`src/rtl/regfile_writer.sv`:
```
`default_nettype none
// +--------------------------------------------------------------------------+
// | regfile_writer: 32 x WIDTH register array fed by a DEPTH-entry write      |
// | queue, with youngest-match forwarding of queued writes to the read port. |
// | Revision: 1.0                                                            |
// +--------------------------------------------------------------------------+
module regfile_writer #(
  parameter int WIDTH = 64,
  parameter int DEPTH = 4
) (
  input  logic                     clk,
  input  logic                     reset,
  input  logic                     wr_valid,
  output logic                     wr_ready,
  input  logic [4:0]               wr_addr,
  input  logic [WIDTH-1:0]         wr_data,
  input  logic [4:0]               rd_addr,
  output logic [WIDTH-1:0]         rd_data,
  output logic [$clog2(DEPTH):0]   count,
  output logic                     idle
);

  localparam int         c_AW       = $clog2(DEPTH);
  localparam int         c_CW       = c_AW + 1;
  localparam logic [4:0] c_ZERO_REG = 5'd31;

  logic [WIDTH-1:0] r_regs  [32];
  logic [4:0]       r_qaddr [DEPTH];
  logic [WIDTH-1:0] r_qdata [DEPTH];
  logic [c_AW-1:0]  r_head;
  logic [c_AW-1:0]  r_tail;
  logic [c_CW-1:0]  r_count;

  logic             w_push;
  logic             w_pop;
  logic             w_fwd_hit;
  logic [WIDTH-1:0] w_fwd_data;
  logic [c_AW-1:0]  w_idx;

  // Ready is masked by reset so nothing is accepted while the block is held.
  assign wr_ready = reset & (r_count < c_CW'(DEPTH));
  assign w_push   = wr_valid & wr_ready;
  assign w_pop    = (r_count != '0);
  assign count    = r_count;
  assign idle     = (r_count == '0);

  always_ff @(posedge clk or negedge reset) begin
    if (!reset) begin
      r_head  <= '0;
      r_tail  <= '0;
      r_count <= '0;
    end else begin
      if (w_push) r_tail <= r_tail + 1'b1;
      if (w_pop)  r_head <= r_head + 1'b1;
      r_count <= r_count + c_CW'(w_push) - c_CW'(w_pop);
    end
  end

  always_ff @(posedge clk) begin
    if (w_push) begin
      r_qaddr[r_tail] <= wr_addr;
      r_qdata[r_tail] <= wr_data;
    end
  end

  // Head commits every cycle the queue is non-empty; writes to the zero register are dropped.
  always_ff @(posedge clk or negedge reset) begin
    if (!reset) begin
      for (int i = 0; i < 32; i++) r_regs[i] <= '0;
    end else if (w_pop && (r_qaddr[r_head] != c_ZERO_REG)) begin
      r_regs[r_qaddr[r_head]] <= r_qdata[r_head];
    end
  end

  // Scan oldest to youngest so the last match wins.
  always_comb begin
    w_fwd_hit  = 1'b0;
    w_fwd_data = '0;
    w_idx      = '0;
    for (int i = 0; i < DEPTH; i++) begin
      w_idx = r_head + c_AW'(i);
      if ((c_CW'(i) < r_count) && (r_qaddr[w_idx] == rd_addr)) begin
        w_fwd_hit  = 1'b1;
        w_fwd_data = r_qdata[w_idx];
      end
    end
  end

  always_comb begin
    rd_data = '0;
    if (rd_addr == c_ZERO_REG) rd_data = '0;
    else if (w_fwd_hit)        rd_data = w_fwd_data;
    else                       rd_data = r_regs[rd_addr];
  end

endmodule
`default_nettype wire

```
`config.mk`:
```
export PLATFORM = sky130hd
export DESIGN_NAME = regfile_writer
export DESIGN_NICKNAME = d
export VERILOG_FILES = /design/src/rtl/regfile_writer.sv
export SDC_FILE = /design/constraint.sdc
export NUM_CORES = 2
export LEC_CHECK = 0
export ABC_AREA = 0
export CAP_MARGIN = 0
export CORE_MARGIN = 4
export CORE_UTILIZATION = 30
export DETAILED_ROUTE_END_ITERATION = 8
export DONT_BUFFER_PORTS = 1
export HOLD_SLACK_MARGIN = 0.1
export PLACE_DENSITY = 0.45
export SYNTH_ARGS = -nofsm -noshare
export SYNTH_HDL_FRONTEND = slang
export SYNTH_SLANG_ARGS = --single-unit
```
`constraint.sdc`:
```
create_clock -name clk -period 5.1 [get_ports clk]
set_input_delay 0.255 -clock clk [delete_from_list [all_inputs] [get_ports clk]]
set_output_delay 0.255 -clock clk [all_outputs]
set_load 0.01 [all_outputs]
```
==> flow_metrics.tcl <==
set metrics [dict create \
    status "complete, but fails checks" \
    violations "hold timing, slew limit" \
    syn_nets 9254 \
    coreArea_um2 346000 \
    vias_per_cell 5.16 \
    maxCapViolCount 0 \
    hold_buffers 120 \
    drt-initial-drc-count 5463 \
    critical_path.most_common_cell "buf_4" \
    fin_total_pwr_mw 73.3 \
    min_period_ps 4950 \
    grt_overflow_total 0 \
    dp_slack_ps -1490 \
    cp_cell_sequence "buf_8, mux4_2, xnor2_1, nand4_1, or3_4, and4_4, buf_12, a21o_1, a31oi_1, buf_4, buf_4" \
    ant_nets 0 \
    drt-wirelength-per-cell_um 24.4 \
    synthCells 9168 \
    drc 0 \
    setup_ws_ps 146 \
    clockBufferDepth 4 \
    crit_type "flop to output pin" \
    fin_setup_tns_ps 0 \
    r2r_cells 9 \
    routed_wl_um 332000 \
    setup.worst_path.start_class "flop" \
    drv_slew 278 \
    clk_pin_slew_ps 60 \
    worst-path-buf-inv 4 \
    relSlewSlack -0.259 \
    cp_max_fo 34 \
    grt_max_degree 518 \
    vdd_drop_max_v 0.000459 \
    powerDensity_nw_per_um2 609 \
    dpl.hpwl_um 176000 \
    worst_ep_required_time_ps 4850 \
    dieHeight_um 598 \
    die_w_um 598 \
    fin_crit_sh 0.971 \
    syn_area_um2 104000 \
    place.gp.congestion 0.738 \
    cts_buffers 275 \
    antenna_found_initial 24 \
    whs_ps -914 \
    cp_data_arrival_time_ps 4700 \
    r2r_slack_ps 930 \
    finalClockSkew_ps 75.1 \
    critPathTopFamily "simple AND/OR/NAND/NOR gates" \
    grt_pass1_vias 72300 \
    instances_no_fill 13600 \
    io_pins 146 \
    firstDrtPassIters 7 \
    n_fill_cell 34200 \
    cts_tree "yes" \
    finalSetupViolCount 0 \
    hold_violations 183 \
    placed_cells 13000 \
    htreeDepth 5 \
    dieArea_um2 358000 \
    hold_class "input pin to async pin" \
    start_util 0.302 \
    cp_slowest_cell "and4_4" \
    r2r-start "r_head[1]" \
    tightest_slew_ps 1890 \
    grt_pass1_wl_um 497000 \
    rsz0062_at_grt "no" \
    cpPeakStageDelay_ps 810 \
    ys_ff_latch 2331 \
    insertion_delay_ps 900 \
    area_growth_pct 15.2 \
    grt_use_total 0.185 \
    rows 216 \
    p_leak_nw 51.5 \
    final_net_count 8932 \
    cts_root_buf "clkbuf_16" \
    vias 70300 \
    fmax_ghz 0.202 \
    cp-end-kind "output pin" \
    syn_area_per_cell_um2 11.4 \
    io_buffer_count 0 \
    synth_cell_type_count 37 \
    ys.warnings.count 0 \
    cts_sinks 2331 \
    seq_area_frac_synth 0.571 \
    drive_gt1_frac 0.174 \
    r2r-end "r_regs[1111]" \
]
[worst register-to-register path, stage by stage (launching register included)]
cell and delay [ps]:
dfrtp_4 610, buf_4 560, inv_6 340, nand2_1 160, nand2_1 280, nor2_1 650
nand2_4 730, buf_4 500, nand2_1 120, o21ai_0 80
[routing by layer]
metal,share of wire,vias to the layer above,wire length [um],GRT usage
met5,0.00014,-,48,0
met4,0.026,8,8620,0.0482
met3,0.045,487,15100,0.0225
met2,0.48,1662,159000,0.308
met1,0.45,36300,149000,0.256
li1,-,31800,-,-
[per-stage QoR]
| step | util | cell area, um^2 | hold WS (ps) |
|---|---|---|---|
| 2_1_floorplan | - | 104000 | -40.6 |
| 3_3_place_gp | 0.317 | 110000 | -39.5 |
| 3_5_place_dp | 0.317 | 110000 | -39.4 |
| 4_1_cts | 0.347 | 120000 | -1000 |
| 5_1_grt | 0.347 | 120000 | -961 |
| 6_report | 0.347 | 120000 | -914 |
[timing repair]
| item | 4_1_cts | 5_1_grt |
|---|---|---|
| hold endpoints to repair | 822 | 183 |
| gates resized for setup | 1 | 2 |
| buffers inserted | 1 | 1 |
| pin swaps | 0 | 1 |
| setup endpoints to repair | 310 | 12 |
| cloned | 4 | 0 |
[where the power goes]
group | internal (mW) | leakage, nW | switching, mW
Clock | 11.7 | 4.45 | 8.02
Combinational | 9.63 | 18.3 | 14.7
Sequential | 25.7 | 28.7 | 3.51
Total | 47.1 | 51.5 | 26.3
[cell usage in the layout (no fill, tap or decap), drive strengths merged]
cell	synthesis	routed
o221ai	64	64
mux2i	195	195
nor4	1	1
nand4	10	10
clkinv	0	57
clkinvlp	0	8
nor2b	4	4
and4	1	1
nand2b	2	2
bufinv	0	13
buf	166	279
a21o	64	64
o211ai	65	65
clkbuf	833	394
nor2	198	198
edfxtp	276	276
mux2	128	128
nand3	18	18
a31oi	64	64
nand2	2066	2066
inv	12	25
bufbuf	0	4
a21oi	130	130
xor2	9	9
mux4	659	659
dfrtp	2055	2055
dlygate4sd3	0	117
and3	5	5
fa	1	1
o21ai	2049	2049
or2	1	1
or3	3	3
diode	0	8
xnor2	15	15
a211o	64	64
and2	2	2
ha	8	8
[cell usage after synthesis (all sizes together)]
cell type | count | area, um^2
nand2 | 2066 | 7750
dfrtp | 2055 | 51400
o21ai | 2049 | 10300
clkbuf | 833 | 3130
mux4 | 659 | 14800
edfxtp | 276 | 8290
nor2 | 198 | 743
mux2i | 195 | 1950
buf | 166 | 838
a21oi | 130 | 651
mux2 | 128 | 1440
o211ai | 65 | 502
a211o | 64 | 561
a21o | 64 | 480
a31oi | 64 | 400
o221ai | 64 | 561
nand3 | 18 | 90.1
xnor2 | 15 | 131
inv | 12 | 45.0
nand4 | 10 | 62.6
xor2 | 9 | 78.8
ha | 8 | 100
and3 | 5 | 31.3
nor2b | 4 | 25.0
or3 | 3 | 18.8
and2 | 2 | 12.5
nand2b | 2 | 12.5
and4 | 1 | 8.76
fa | 1 | 20.0
nor4 | 1 | 21.3
or2 | 1 | 6.26
[worst max-delay path by stage]
stage | slack (ps) | endpoint | cells after the start | from
finish | 150 | rd_data[24] | 11 | r_head[0]
global route | 5 | rd_data[41] | 10 | r_head[0]
CTS | 5 | rd_data[47] | 10 | r_head[0]
detailed placement | -1490 | count[2] | 14 | reset
global placement | -1530 | count[2] | 14 | reset
floorplan | 2210 | r_qaddr[0][0] | 2 | count[2]
[state kept, by name (all words and copies together) (netlist names)]
signal and flops:
r_qaddr 20, r_qdata 256, r_head 2, r_regs 2048, count 3, r_tail 2
[cell type report]
| type | count | area (um^2) | share of cell area |
|---|---|---|---|
| Tap cell | 4578 | 5730 | 0.0476 |
| Timing Repair Buffer | 400 | 4580 | 0.0380 |
| Clock buffer | 394 | 8060 | 0.0670 |
| Sequential cell | 2331 | 59700 | 0.496 |
| Clock inverter | 91 | 972 | 0.00808 |
| Inverter | 12 | 50.0 | 0.000416 |
| Antenna cell | 8 | 20.0 | 0.000166 |
| Multi-Input combinational cell | 5826 | 41200 | 0.343 |
[cells by family after synthesis]
logic type	synth area share
AO/OA/AOI/OAI	0.128
XOR/XNOR	0.00201
adder cells (fa/ha/maj)	0.00115
buffers and inverters	0.0384
flip-flops	0.571
multiplexers	0.175
AND/OR/NAND/NOR	0.0841
No activity file was read; power rests on OpenSTA's default activity.
